[config.mk]
export PLATFORM = sky130hd
export DESIGN_NAME = pwm_capture
export DESIGN_NICKNAME = d
export VERILOG_FILES = /design/src/rtl/pwm_cap_pkg.sv /design/src/rtl/pwm_capture_sync_edge.sv /design/src/rtl/pwm_capture.sv
export SDC_FILE = /design/constraint.sdc
export NUM_CORES = 1
export LEC_CHECK = 0
export BUFFER_PORTS_ARGS = -buffer_cell sky130_fd_sc_hd__buf_2
export CELL_PAD_IN_SITES_DETAIL_PLACEMENT = 1
export CELL_PAD_IN_SITES_GLOBAL_PLACEMENT = 1
export CORE_AREA = 8 8 124 126
export DETAILED_ROUTE_END_ITERATION = 16
export DIE_AREA = 0 0 132 134
export GPL_ROUTABILITY_DRIVEN = 0
export PLACE_DENSITY_LB_ADDON = 0.15
export SKIP_CTS_REPAIR_TIMING = 1
export SYNTH_ARGS = -nofsm -noshare
export SYNTH_HDL_FRONTEND = slang
export SYNTH_HIERARCHICAL = 1
export SYNTH_SLANG_ARGS = --single-unit
export TNS_END_PERCENT = 50
[constraint.sdc]
create_clock -name clk -period 8.02 [get_ports clk]
set_input_delay 0.802 -clock clk [delete_from_list [all_inputs] [get_ports clk]]
set_output_delay 0.802 -clock clk [all_outputs]
set_load 0.005 [all_outputs]
[src/rtl/pwm_cap_pkg.sv]
// pwm_cap_pkg -- shared definitions for the PWM capture block.
//   PWM_CAP_W_DEFAULT : default counter/result width in bits
//   pwm_state_e       : capture state (IDLE, HIGH, LOW)
package pwm_cap_pkg;

    localparam int unsigned PWM_CAP_W_DEFAULT = 32;

    typedef enum logic [1:0] {
        IDLE = 2'd0,
        HIGH = 2'd1,
        LOW  = 2'd2
    } pwm_state_e;

endpackage : pwm_cap_pkg

[src/rtl/pwm_capture_sync_edge.sv]
// sync_edge -- brings an asynchronous level into the clk domain and
// detects its edges.
//   clk   : sampling clock
//   reset : asynchronous, active-high; clears all flops to 0
//   din   : asynchronous input level
//   level : synchronized level (second synchronizer stage)
//   rise  : one-cycle strobe, synchronized level went 0 -> 1
//   fall  : one-cycle strobe, synchronized level went 1 -> 0
module sync_edge (
    input  logic clk,
    input  logic reset,
    input  logic din,
    output logic level,
    output logic rise,
    output logic fall
);

    logic s1_r;
    logic s2_r;
    logic s3_r;

    // Two-stage synchronizer followed by a delay stage for edge detection.
    always_ff @(posedge clk or posedge reset) begin
        if (reset) begin
            s1_r <= 1'b0;
            s2_r <= 1'b0;
            s3_r <= 1'b0;
        end else begin
            s1_r <= din;
            s2_r <= s1_r;
            s3_r <= s2_r;
        end
    end

    assign level = s2_r;
    assign rise  = s2_r & ~s3_r;
    assign fall  = ~s2_r & s3_r;

endmodule : sync_edge

[src/rtl/pwm_capture.sv]
// pwm_capture -- measures period and high time of an external PWM signal.
//   clk    : clock, all state updates on its rising edge
//   reset  : asynchronous, active-high reset
//   pwm_in : PWM waveform, asynchronous to clk
//   en     : capture enable; low forces IDLE and clears the counter
//   tmo    : timeout limit in clk cycles (0 = no timeout)
//   period : last measured period (rise to rise), clk cycles, saturating
//   high   : last measured high time, clk cycles
//   valid  : one-cycle pulse when period/high update
//   stuck  : one-cycle pulse when activity is lost (timeout)
//   level  : synchronized pwm_in level latched at the last timeout
module pwm_capture
    import pwm_cap_pkg::*;
#(
    parameter int unsigned W = PWM_CAP_W_DEFAULT
) (
    input  logic         clk,
    input  logic         reset,
    input  logic         pwm_in,
    input  logic         en,
    input  logic [W-1:0] tmo,
    output logic [W-1:0] period,
    output logic [W-1:0] high,
    output logic         valid,
    output logic         stuck,
    output logic         level
);

    localparam logic [W-1:0] CNT_MAX = {W{1'b1}};
    localparam logic [W-1:0] CNT_ONE = {{(W-1){1'b0}}, 1'b1};
    localparam logic [W-1:0] CNT_ZERO = {W{1'b0}};

    logic         sync_level_s;
    logic         rise_s;
    logic         fall_s;
    logic         timeout_s;

    pwm_state_e   state_r;
    pwm_state_e   state_nxt_s;
    logic [W-1:0] cnt_r;
    logic [W-1:0] cnt_nxt_s;
    logic [W-1:0] hi_acc_r;
    logic [W-1:0] hi_acc_nxt_s;
    logic [W-1:0] period_r;
    logic [W-1:0] period_nxt_s;
    logic [W-1:0] high_r;
    logic [W-1:0] high_nxt_s;
    logic         valid_r;
    logic         valid_nxt_s;
    logic         stuck_r;
    logic         stuck_nxt_s;
    logic         level_r;
    logic         level_nxt_s;

    sync_edge u_sync_edge (
        .clk   (clk),
        .reset (reset),
        .din   (pwm_in),
        .level (sync_level_s),
        .rise  (rise_s),
        .fall  (fall_s)
    );

    // A rise always beats a coincident timeout, so timeout excludes rise.
    assign timeout_s = (tmo != CNT_ZERO) && (cnt_r >= tmo) && !rise_s;

    // Next-state, counter and result update logic.
    always_comb begin
        state_nxt_s  = state_r;
        cnt_nxt_s    = cnt_r;
        hi_acc_nxt_s = hi_acc_r;
        period_nxt_s = period_r;
        high_nxt_s   = high_r;
        level_nxt_s  = level_r;
        valid_nxt_s  = 1'b0;
        stuck_nxt_s  = 1'b0;

        if (!en) begin
            state_nxt_s = IDLE;
            cnt_nxt_s   = CNT_ZERO;
        end else begin
            // Counter restarts at 1 on a rise so that the value seen on the
            // closing edge equals the number of elapsed cycles.
            if (rise_s) begin
                cnt_nxt_s = CNT_ONE;
            end else if (state_r == IDLE) begin
                cnt_nxt_s = CNT_ZERO;
            end else if (cnt_r != CNT_MAX) begin
                cnt_nxt_s = cnt_r + CNT_ONE;
            end else begin
                cnt_nxt_s = cnt_r;
            end

            case (state_r)
                IDLE: begin
                    if (rise_s) begin
                        state_nxt_s = HIGH;
                    end else begin
                        state_nxt_s = IDLE;
                    end
                end
                HIGH: begin
                    if (timeout_s) begin
                        state_nxt_s = IDLE;
                        cnt_nxt_s   = CNT_ZERO;
                        stuck_nxt_s = 1'b1;
                        level_nxt_s = sync_level_s;
                    end else if (fall_s) begin
                        state_nxt_s  = LOW;
                        hi_acc_nxt_s = cnt_r;
                    end else begin
                        state_nxt_s = HIGH;
                    end
                end
                LOW: begin
                    if (rise_s) begin
                        state_nxt_s  = HIGH;
                        period_nxt_s = cnt_r;
                        high_nxt_s   = hi_acc_r;
                        valid_nxt_s  = 1'b1;
                    end else if (timeout_s) begin
                        state_nxt_s = IDLE;
                        cnt_nxt_s   = CNT_ZERO;
                        stuck_nxt_s = 1'b1;
                        level_nxt_s = sync_level_s;
                    end else begin
                        state_nxt_s = LOW;
                    end
                end
                default: begin
                    state_nxt_s = IDLE;
                    cnt_nxt_s   = CNT_ZERO;
                end
            endcase
        end
    end

    // State, counter and registered outputs.
    always_ff @(posedge clk or posedge reset) begin
        if (reset) begin
            state_r  <= IDLE;
            cnt_r    <= CNT_ZERO;
            hi_acc_r <= CNT_ZERO;
            period_r <= CNT_ZERO;
            high_r   <= CNT_ZERO;
            valid_r  <= 1'b0;
            stuck_r  <= 1'b0;
            level_r  <= 1'b0;
        end else begin
            state_r  <= state_nxt_s;
            cnt_r    <= cnt_nxt_s;
            hi_acc_r <= hi_acc_nxt_s;
            period_r <= period_nxt_s;
            high_r   <= high_nxt_s;
            valid_r  <= valid_nxt_s;
            stuck_r  <= stuck_nxt_s;
            level_r  <= level_nxt_s;
        end
    end

    assign period = period_r;
    assign high   = high_r;
    assign valid  = valid_r;
    assign stuck  = stuck_r;
    assign level  = level_r;

endmodule : pwm_capture

# Yosys cells after proc, flatten, opt, wreduce, memory -nomap -nowiden

Index checks and enable logic that the tools add are counted.

Register bits after elaboration: 136
Bits of input ports: 36
Output and inout bits: 67
Logic and storage cells: 55

Add/sub/neg operators: 1
$lt $le $gt $ge: 1
Equal/unequal tests: 4
Muxes and demuxes: 24
Bitwise operators: 5
Reductions and logical operators: 9

Operators by type and width:

| kind                    | count |
|---|---|
| $mux W32                | 6 |
| $pmux W32 S3            | 1 |
| $add A32 B1 Y32 const B | 1 |
| $ge A32 B32 Y1          | 1 |
| $ne A32 B32 Y1 const B  | 1 |
| $reduce_bool A32 Y1     | 1 |
| $mux W2                 | 5 |
| $mux W1                 | 9 |
| $pmux W2 S3             | 1 |
| $reduce_and A3 Y1       | 2 |
| $pmux W1 S2             | 2 |
| $reduce_and A4 Y1       | 1 |
| $not A1 Y1              | 3 |
| $and A1 B1 Y1           | 2 |
| $eq A2 B1 Y1 const B    | 1 |
| $eq A2 B2 Y1 const B    | 1 |
| $logic_and A1 B1 Y1     | 2 |
| $logic_not A2 Y1        | 1 |
| $ne A2 B2 Y1 const B    | 1 |
| $reduce_bool A2 Y1      | 1 |
| $logic_not A1 Y1        | 1 |

# Depth between registers and ports, before layout

Gate-level depths: netlist of the first run.

Depth after elaboration: 8
Gate-level depth with buffers: 9
Mapped depth without buffers: 8

# Hierarchy

Netlist of the first run, hierarchy kept.

Modules (own cells, without submodules):

| module      | times used | cells each | area each (um^2) | seq. area each (um^2) |
|---|---|---|---|---|
| pwm_capture | 1          | 540        | 6383.6           | 3328.2 |
| sync_edge   | 1          | 6          | 93.8             | 75.1 |

# Worst setup path after synthesis of the first run

No wires, ideal clock.

Kind: input-to-reg
From: input tmo[0]
To: register hi_acc_r[0]
Library setup time: 0.125 ns
Data arrival time: 2.795 ns
Required time: 7.895 ns
Path slack: 5.100 ns
Cell stages on the path: 8
Buffers on the path: 1
Cell sequence: ha_1 > nand2b_1 > a2111oi_0 > nor4_1 > nor4_2 > o211a_1 > buf_2 > mux2_2

Longest elaborated chain between the ends: 5
Elaborated cells on any way between the ends: 6
Those cells by class: 1 x order compare; 1 x bitwise; 4 x reduce/logical

Ends and longest elaborated chain:

| item                                                  | line               | RTL |
|---|---|---|
| start, declared                                       | pwm_capture.sv:21  | `input logic [W-1:0] tmo,` |
| $ge A32 B32 Y1 or $reduce_bool A32 Y1 (tied branches) | pwm_capture.sv:65  | `assign timeout_s = (tmo != CNT_ZERO) && (cnt_r >= tmo) && !rise_s;` |
| $logic_and A1 B1 Y1 (*) (2 in a row)                  | pwm_capture.sv:65  |  |
| $not A1 Y1 (no line) (*)                              | -                  |  |
| $reduce_and A4 Y1 (no line) (*)                       | -                  |  |
| end signal, assigned                                  | pwm_capture.sv:152 | `hi_acc_r <= hi_acc_nxt_s;` |
| end, declared                                         | pwm_capture.sv:42  | `logic [W-1:0] hi_acc_r;` |

Mark *: on every way between the ends. The rest lies on a longest branch, timed or not.
A chain may end at the register's enable or synchronous reset.

# Final worst setup path of the first run

From: register cnt_r[1]
To: register cnt_r[0]

Longest elaborated chain between the ends: 8
Elaborated cells on any way between the ends: 11
Those cells by class: 1 x order compare; 1 x eq/ne; 7 x mux; 2 x reduce/logical

Ends and longest elaborated chain:

| item                                                   | line               | RTL |
|---|---|---|
| start, declared                                        | pwm_capture.sv:40  | `logic [W-1:0] cnt_r;` |
| start signal, assigned                                 | pwm_capture.sv:151 | `cnt_r <= cnt_nxt_s;` |
| branches (longest 6 deep; another with $ge A32 B32 Y1) | -                  |  |
| $pmux W32 S3 (*)                                       | pwm_capture.sv:94  | `case (state_r)` |
| $mux W32 (*)                                           | pwm_capture.sv:78  | `if (!en) begin` |
| net cnt_nxt_s[0]                                       | pwm_capture.sv:41  | `logic [W-1:0] cnt_nxt_s;` |

Mark *: on every way through the listed nets, which the timed path passes.

==> results of run 1 <==
layer usage:
| metal | part of all wire (%) | vias up | wire length, um | GRT usage, % |
|---|---|---|---|---|
| met4 | 2.0 | 0 | 314 | 8.17 |
| met1 | 43 | 2398 | 6910 | 22.6 |
| met5 | 0 | - | 0 | 0 |
| met2 | 51 | 83 | 8190 | 32.7 |
| met3 | 3.8 | 24 | 601 | 4.90 |
| li1 | - | 2148 | - | - |
cells in the final DEF, fill, tap and decap left out, types with 2 or more instances in the layout:
cell type,instances
and2_1,3
nand4_1,12
buf_4,4
and3_1,5
nor3_1,14
and4_1,5
nand2b_1,5
nor2_1,46
a2111oi_0,2
o21ai_0,12
nor2b_1,2
xnor2_1,26
dfrtp_1,136
ha_1,37
a21o_1,2
clkbuf_16,17
o211ai_1,3
nor4b_1,2
mux2_2,93
clkinv_2,4
nand3_1,9
nor3b_1,2
clkbuf_1,3
a21oi_1,9
mux2i_1,2
nor4_1,16
inv_1,40
clkbuf_8,2
o22ai_1,2
buf_2,102
clkinv_4,2
nand2_1,22
state kept, by name, indices dropped and copies added, names as in the netlist:
name,flops
cnt_r,32
hi_acc_r,32
high,32
period,32
state_r,2
level,1
stuck,1
u_sync_edge/level,1
u_sync_edge/s1_r,1
u_sync_edge/s3_r,1
valid,1
per-stage QoR:
stage	area (um^2)	hold WS, ns	std cells	power, W	utilization, %
6_report	7720	0.282	846	0.00146	57.1
5_1_grt	7720	0.278	846	0.00152	57.1
4_1_cts	7720	0.264	846	0.00149	57.1
3_5_place_dp	7180	0.336	816	0.000761	53.1
3_3_place_gp	7180	0.334	816	0.000758	53.1
2_1_floorplan	6480	0.331	546	0.000735	-
final timing paths:
check	slack (ns)	cells after the start	to
setup / recovery	4.89	7	cnt_r[0]
hold / removal	0.28	2	u_sync_edge/s3_r
setup reg to reg	4.89	7	cnt_r[0]
hold reg to reg	0.35	0	u_sync_edge/level
max in group asynchronous	6.32	3	cnt_r[0]
min in group clk	0.35	0	u_sync_edge/level
power breakdown:
group | internal (W) | leakage, nW | switching (W) | total (W)
logic | 0.0000189 | 1.82 | 0.0000370 | 0.0000559
registers | 0.000690 | 1.89 | 0.00000227 | 0.000692
clock network | 0.000437 | 0.266 | 0.000278 | 0.000715
critical path, cell delays in order (launching register included):
cell and delay [ns]:
dfrtp_1 0.44, ha_1 0.20, nand2_1 0.16, or4_4 0.59
nor4_4 0.93, xnor2_1 0.20, a21oi_1 0.08, a2111oi_0 0.39
cell type report:
type | count | area [um^2]
fill | 1435 | 5790
sequential | 136 | 3400
multi-input combinational | 352 | 2850
timing repair buffer | 106 | 541
clock buffer | 22 | 464
tap | 180 | 225
inverter | 42 | 163
clock inverter | 8 | 75.1
kinds of logic after synthesis:
kind of cell	after synthesis	synth area share, %
and+or+nand+nor	152	12.6
DFF	136	52.5
muxes	95	16.5
buffers and inverters	58	3.53
AOI/OAI and AO/OA	41	4.06
adders and majority gates	37	7.15
xor gates and xnor gates	27	3.65
==> qor.yml, run 1 <==
outcome: "complete, no violations"
die_h_um: 134
antenna_found_initial: 0
track_usage_pct: 19.2
finalSetupTns_ns: 0
yosysWarnings: 6
die_w_um: 132
cts_buffer_depth: 2
drcViolationCount: 0
path_class: "reg2reg"
clkTransAtPathRegs_ns: 0.06
synth.most_common_cell: "dfrtp_1"
slew_headroom_pct: 30.5
grt_pass1_wl_um: 27100
routed-via-count: 4653
nets: 728
syn_to_final_growth_pct: 19.1
firstDrtPassIters: 4
clock-skew-final_ns: 0.00550
coreArea_um2: 13500
start_kind: "flip-flop"
cts_tree: "yes"
vias_per_cell: 5.50
grt_max_degree: 84
synthesis.nets: 619
layout-drive-gt1-share_pct: 35.3
place_ws_ns: 4.51
initial_core_util_pct: 48.0
fin_crit_ns: 3.13
syn_avg_cell_area_um2: 11.9
ir_drop_uv: 122
tightest_slew_ns: 1.04
detailed_place_hpwl_um: 11600
fin_crit_sh_pct: 39.0
critPathArrivalTime_ns: 3.41
drt_iter0_drc: 185
fp-row-count: 43
cts.htree.levels: 4
totalWireLength_um: 16000
synth.distinct_cells: 49
clk_latency_ns: 0.42
clock_sinks: 136
synth.area.top_cells: "dfrtp_1 53%, mux2_2 16%, ha_1 7.1%"
critPathMaxFanout: 17
power_density_nw_per_um2: 190
ys_seq_area_share_pct: 52.5
ys_async_sr_fraction_pct: 100
cp-startpoint: "cnt_r[1]"
dieArea_um2: 17700
holdCritPathClass: "in2async"
drv_slew: 0
crit_required_ns: 8.30
ant_nets: 0
overflow: 0
portBuffers: 102
grt_pass1_vias: 5288
hold_viol: 0
end_kind: "flip-flop"
max_freq_ghz: 0.320
ys_seq_elements: 136
setup_viol: 0
ios: 103
yosys.area.top_type: "dfrtp_1"
synth_commonest_cells: "136 x dfrtp_1, 93 x mux2_2, 46 x nor2_1, 42 x inv_1, 37 x ha_1"
synth_cells: 546
rr_startpoint: "cnt_r[1]"
synth_top_area_share_pct: 52.5
syn_area_um2: 6480
drv_cap: 0
cts-root-buf: "clkbuf_16"
grt_setup_unrepaired: "no"
synth_edf_count: 0
synthFlopType: "dfrtp_1"
layout_setup_ws_ns: 4.89
p_leak_nw: 3.97
numCtsBuffers: 17
avgRoutedWirePerCell_um: 18.9
antennaDiodeCount: 0
No activity file was read; power rests on OpenSTA's default activity.
==> run 2: changes to the inputs <==
Settings changed: CORE_AREA 8 8 124 126 to 8 8 135 137, DIE_AREA 0 0 132 134 to 0 0 143 145.
Clock period 8.02 ns to 2.8 ns, I/O delays scaled along.
==> run 2 against run 1 <==
Compared with the run above: cell area grew 5.8%; first-iteration DRC count grew 15%; utilization shrank 6.7 points; clock power grew to 3.2 times the previous value; register-to-register slack lost 4.7 ns; final cell count grew 9.2%; clock-buffer cell count shrank 2; sequential cell count is the same; fmax grew 21%; via count grew 1.2%; largest power group unchanged; highest routed layer unchanged.
==> qor.yml, run 2 (same netlist as run 1, synthesis figures left out) <==
drv_cap: 0  # unchanged
cts_tree: "yes"
ir_drop_uv: 441  # +260%
die_w_um: 143  # +8.3%
avgRoutedWirePerCell_um: 18.4  # -3.0%
layout-drive-gt1-share_pct: 38.8  # +3.5 points
layout_commonest_cell: "dfrtp_1"
hold_viol: 0  # unchanged
ios: 103  # unchanged
max_freq_ghz: 0.388  # +21%
hold_slack_ns: 0.269  # -0.0135 ns
start_kind: "flip-flop"
setup_viol: 0  # unchanged
cts.htree.levels: 4  # unchanged
critPathArrivalTime_ns: 2.88  # -0.53 ns
clock_sinks: 136  # unchanged
slew_headroom_pct: 36.2  # +5.8 points
post-route-util_pct: 50.5  # -6.7 points
end_kind: "flip-flop"
clkTransAtPathRegs_ns: 0.06  # about the same
finalSetupTns_ns: 0  # unchanged
antenna_found_initial: 0  # unchanged
mostFrequentLayoutCells: "136 x dfrtp_1, 102 x buf_2, 93 x mux2_2, 46 x nor2_1, 40 x inv_1"
fp-row-count: 47  # +9.3%
drt_iter0_drc: 212  # +15%
path_class: "reg2reg"
tightest_slew_ns: 0.948  # -0.0871 ns
overflow: 0  # unchanged
routed-via-count: 4709  # +1.2%
drv_slew: 0  # unchanged
fin_crit_ns: 2.58  # -0.553 ns
critPathMaxFanout: 18  # +1
clock-skew-final_ns: 0.00801  # +0.00251 ns
portBuffers: 102  # unchanged
place_inst: 889  # +8.9%
outcome: "complete, no violations"
syn_to_final_growth_pct: 26.0
grt_pass1_vias: 5239  # -0.93%
cts_buffer_depth: 2  # unchanged
stdcell_count: 924  # +9.2%
numCtsBuffers: 17  # unchanged
crit_required_ns: 3.10  # -5.20 ns
initial_core_util_pct: 40.1  # -7.9 points
fin_crit_sh_pct: 92.0  # +53 points
p_leak_nw: 4.18  # +5.3%
holdCritPathClass: "in2reg"
vias_per_cell: 5.10  # -7.3%
grt_pass1_wl_um: 28100  # +3.6%
track_usage_pct: 17.4  # -1.8 points
coreArea_um2: 16200  # +20%
drcViolationCount: 0  # unchanged
dieArea_um2: 20700  # +17%
detailed_place_hpwl_um: 12600  # +8.5%
power_density_nw_per_um2: 544  # +190%
antennaDiodeCount: 0  # unchanged
clk_latency_ns: 0.42  # about the same
ant_nets: 0  # unchanged
cts-root-buf: "clkbuf_16"
grt_max_degree: 79  # -6.0%
die_h_um: 145  # +8.2%
nets: 764  # +4.9%
totalWireLength_um: 17000  # +6.0%
grt_setup_unrepaired: "no"
firstDrtPassIters: 4  # unchanged
## run 2: changes by cell type in the layout (fill, tap and decap cells not counted), moves of 2 or more
cell,before,now
buf_4,4,34
buf_12,0,4
clkinvlp_4,1,4
bufinv_16,1,3
dlygate4sd3_1,0,2
## run 2: power breakdown
group / switching, W / internal [W] / leakage, nW
logic: 0.000111 / 0.0000640 / 2.00
clock network: 0.000864 / 0.00142 / 0.286
registers: 0.00000498 / 0.00197 / 1.89
## run 2: final timing paths
kind	start	end	slack (ns)	cells past startpoint
setup / recovery	cnt_r[0]	hi_acc_r[14]	0.22	9
hold / removal	en	cnt_r[0]	0.27	3
setup reg to reg	cnt_r[0]	hi_acc_r[14]	0.22	9
hold reg to reg	u_sync_edge/s1_r	u_sync_edge/level	0.35	0
max in group asynchronous	reset	cnt_r[9]	1.62	4
min in group asynchronous	reset	u_sync_edge/s1_r	0.29	3
## run 2: stage by stage
step / worst slack [ns] / instance area (um^2) / power, W
3_5_place_dp: 0.0847 / 7520 / 0.00219
4_1_cts: 0.0798 / 8120 / 0.00450
3_3_place_gp: 0.176 / 7520 / 0.00218
5_1_grt: 0.0139 / 8160 / 0.00459
2_1_floorplan: 0.243 / 6480 / 0.00211
6_report: 0.223 / 8160 / 0.00444
## run 2: routing by layer
| layer | wire length (um) | share of wire [%] | vias to the layer above | GRT usage [%] |
|---|---|---|---|---|
| met1 | 7460 | 44 | 2373 | 21.0 |
| met2 | 8440 | 50 | 83 | 28.9 |
| met5 | 0 | 0 | - | 0 |
| li1 | - | - | 2224 | - |
| met4 | 421 | 2.5 | 0 | 7.18 |
| met3 | 650 | 3.8 | 29 | 4.17 |
## run 2: critical path, cell delays in order (launching register included)
cell and delay, ns:
dfrtp_1 0.37, inv_1 0.07, ha_1 0.22, nand2b_1 0.16, a2111oi_2 0.40, nor4_2 0.10, nor4_2 0.29, o211a_1 0.30
buf_12 0.19, mux2_2 0.35
## run 2: area by class of cell
cell class | instances | area (um^2)
clock buffers | 20 | 447
clock inverters | 12 | 150
inverters | 42 | 161
repair buffers | 142 | 866
well taps | 220 | 275
fillers | 1769 | 8010
flip-flops and latches | 136 | 3400
multi-input cells | 352 | 2860
==> run 3: changes to the inputs <==
Settings changed: CORE_AREA 8 8 135 137 to 8 8 126 128, DIE_AREA 0 0 143 145 to 0 0 134 136, SYNTH_HIERARCHICAL 1 to not set.
Clock period 2.8 ns to 3.08 ns, I/O delays scaled along.
==> run 3 against run 2 <==
Compared with the run above: non-clock buffer count is 23 lower; sequential power is 9% lower; register-to-register slack worse by 0.02 ns; worst hold slack better by 0.021 ns; routed wire length is 2.5% lower; clock skew is 0.0022 ns lower; synthesized cell count is 1.6% lower; critical path depth is 1 lower; clock power is 18% lower; combinational power is 9% lower; die area is 12% lower; largest cell class unchanged.
==> qor.yml, run 3 <==
outcome: "complete, no violations"
fp-row-count: 44  # -6.4%
cts_buffer_depth: 2  # unchanged
end_kind: "flip-flop"
initial_core_util_pct: 47.1  # +7.0 points
critPathArrivalTime_ns: 3.18  # +0.30 ns
start_kind: "flip-flop"
overflow: 0  # unchanged
die_h_um: 136  # -6.2%
synth_commonest_cells: "136 x dfrtp_1, 65 x mux2_2, 47 x nor2_1, 37 x ha_1, 37 x inv_1"
die_w_um: 134  # -6.3%
p_sw_w: 0.000818  # -16%
place_ws_ns: 0.168  # +0.0833 ns
drv_slew: 0  # unchanged
ys_async_sr_fraction_pct: 100  # unchanged
synth.distinct_cells: 47  # -4.1%
clock-skew-final_ns: 0.00584  # -0.00217 ns
grt_max_degree: 120  # +52%
slew_headroom_pct: 54.7  # +19 points
drt_iter0_drc: 127  # -40%
drcViolationCount: 0  # unchanged
power_density_nw_per_um2: 482  # -11%
yosysWarnings: 0  # -6
p_total_w: 0.00384  # -13%
drv_cap: 0  # unchanged
layout-drive-gt1-share_pct: 37.5  # -1.3 points
fin_crit_ns: 2.87  # +0.297 ns
ys_seq_area_share_pct: 51.5  # -1.0 points
nets: 733  # -4.1%
grt_setup_unrepaired: "no"
coreArea_um2: 14000  # -13%
holdCritPathClass: "in2reg"
syn_avg_cell_area_um2: 12.3  # +3.7%
layout_setup_ws_ns: 0.206  # -0.0172 ns
clkTransAtPathRegs_ns: 0.06  # about the same
track_usage_pct: 19.4  # +2.0 points
syn_to_final_growth_pct: 20.5
grt_pass1_wl_um: 27800  # -1.1%
hold_viol: 0  # unchanged
crit_required_ns: 3.38  # +0.28 ns
dieArea_um2: 18200  # -12%
synthFlopType: "dfrtp_1"
yosys.area.top_type: "dfrtp_1"
clk_latency_ns: 0.42  # about the same
finalSetupTns_ns: 0  # unchanged
tightest_slew_ns: 0.679  # -0.269 ns
critPathMaxFanout: 17  # -1
syn_area_um2: 6610  # +2.0%
path_class: "reg2reg"
sw_frac_of_total_pct: 21.3  # -0.77 points
max_freq_ghz: 0.348  # -10%
clock_sinks: 136  # unchanged
routed-via-count: 4602  # -2.3%
cts.htree.levels: 4  # unchanged
ir_drop_uv: 306  # -30%
cts-root-buf: "clkbuf_16"
synth.most_common_cell: "dfrtp_1"
totalWireLength_um: 16500  # -2.5%
antenna_found_initial: 0  # unchanged
pwr-share-clk_pct: 48.9  # -2.6 points
portBuffers: 102  # unchanged
synth.area.top_cells: "dfrtp_1 51%, mux2_2 11%, ha_1 7.0%"
avgRoutedWirePerCell_um: 19.4  # +5.6%
vias_per_cell: 5.40  # +5.9%
p_leak_nw: 4.30  # +2.8%
detailed_place_hpwl_um: 12000  # -4.5%
numCtsBuffers: 17  # unchanged
setup_viol: 0  # unchanged
hold_slack_ns: 0.289  # +0.0207 ns
stdcell_count: 853  # -7.7%
ys_seq_elements: 136  # unchanged
cts_tree: "yes"
synth_top_area_share_pct: 51.5  # -1.0 points
fin_crit_sh_pct: 93.3  # +1.3 points
comb_power_share_pct: 4.1  # +0.2 points
ant_nets: 0  # unchanged
firstDrtPassIters: 4  # unchanged
antennaDiodeCount: 0  # unchanged
synth_cells: 537  # -1.6%
mostFrequentLayoutCells: "136 x dfrtp_1, 102 x buf_2, 65 x mux2_2, 47 x nor2_1, 37 x ha_1"
fill_cells: 1489  # -16%
grt_pass1_vias: 5306  # +1.3%
p_int_w: 0.00302  # -13%
place_inst: 823  # -7.4%
ios: 103  # unchanged
synthesis.nets: 610  # -1.5%
layout_commonest_cell: "dfrtp_1"
synth_edf_count: 0  # unchanged
seq_power_share_pct: 46.9  # +2.3 points
## run 3: power groups by stage
stage | clock network [W] | registers [W] | logic [W]
after floorplan | 0 | 0.00183 | 0.0000925
after global placement | 0 | 0.00183 | 0.000151
after detailed placement | 0 | 0.00183 | 0.000160
after CTS | 0.00193 | 0.00180 | 0.000162
after global routing | 0.00198 | 0.00180 | 0.000182
final | 0.00188 | 0.00180 | 0.000159
## run 3: final timing paths
kind,from,end,slack [ns],depth (start not counted)
max,cnt_r[31],hi_acc_r[10],0.21,8
min in group asynchronous,reset,valid,0.44,3
min,en,cnt_r[0],0.29,3
min reg2reg,u_sync_edge.s1_r,u_sync_edge.level,0.36,0
max reg2reg,cnt_r[31],hi_acc_r[10],0.21,8
max in group asynchronous,reset,period[29],1.65,4
## run 3: logic make-up (layout without fill, tap and decap cells)
group / count (synthesis) / in the layout / share of synthesized area [%]
buffers and inverters: 52 / 184 / 3.81
AO/OA/AOI/OAI: 36 / 36 / 3.84
adder cells (fa/ha/maj): 37 / 37 / 7.00
XOR/XNOR: 30 / 30 / 3.98
AND/OR/NAND/NOR: 149 / 149 / 11.7
multiplexers: 97 / 97 / 18.2
flip-flops: 136 / 136 / 51.5
## run 3: worst max-delay path, cell delays in order, from the launching register on
cell     delay (ns)
dfrtp_1        0.46
ha_1           0.36
nand4_1        0.20
nor4_2         0.41
nor3b_1        0.42
a22oi_4        0.12
nand3_4        0.11
buf_4          0.32
mux2_4         0.34
## run 3: area by class of cell
type                    count  area, um^2  share of cell area [%]
flip-flops and latches    136        3400                    42.7
multi-input cells         349        2970                    37.3
repair buffers            119         681                    8.54
clock buffers              24         492                    6.17
well taps                 184         230                    2.89
inverters                  37         143                    1.79
clock inverters             4        45.0                   0.565
## run 3: stage by stage
stage | instance area (um^2) | utilization, %
after detailed placement | 7400 | 52.7
after floorplan | 6610 | -
after global placement | 7400 | 52.7
after global routing | 7970 | 56.7
final | 7970 | 56.7
after CTS | 7940 | 56.6
## run 3: metal layers
metal	global-route usage (%)	vias to the layer above	wire (um)
met3	4.77	27	634
li1	-	2124	-
met4	9.30	0	416
met5	0	-	0
met2	33.9	85	8560
met1	22.0	2366	6920
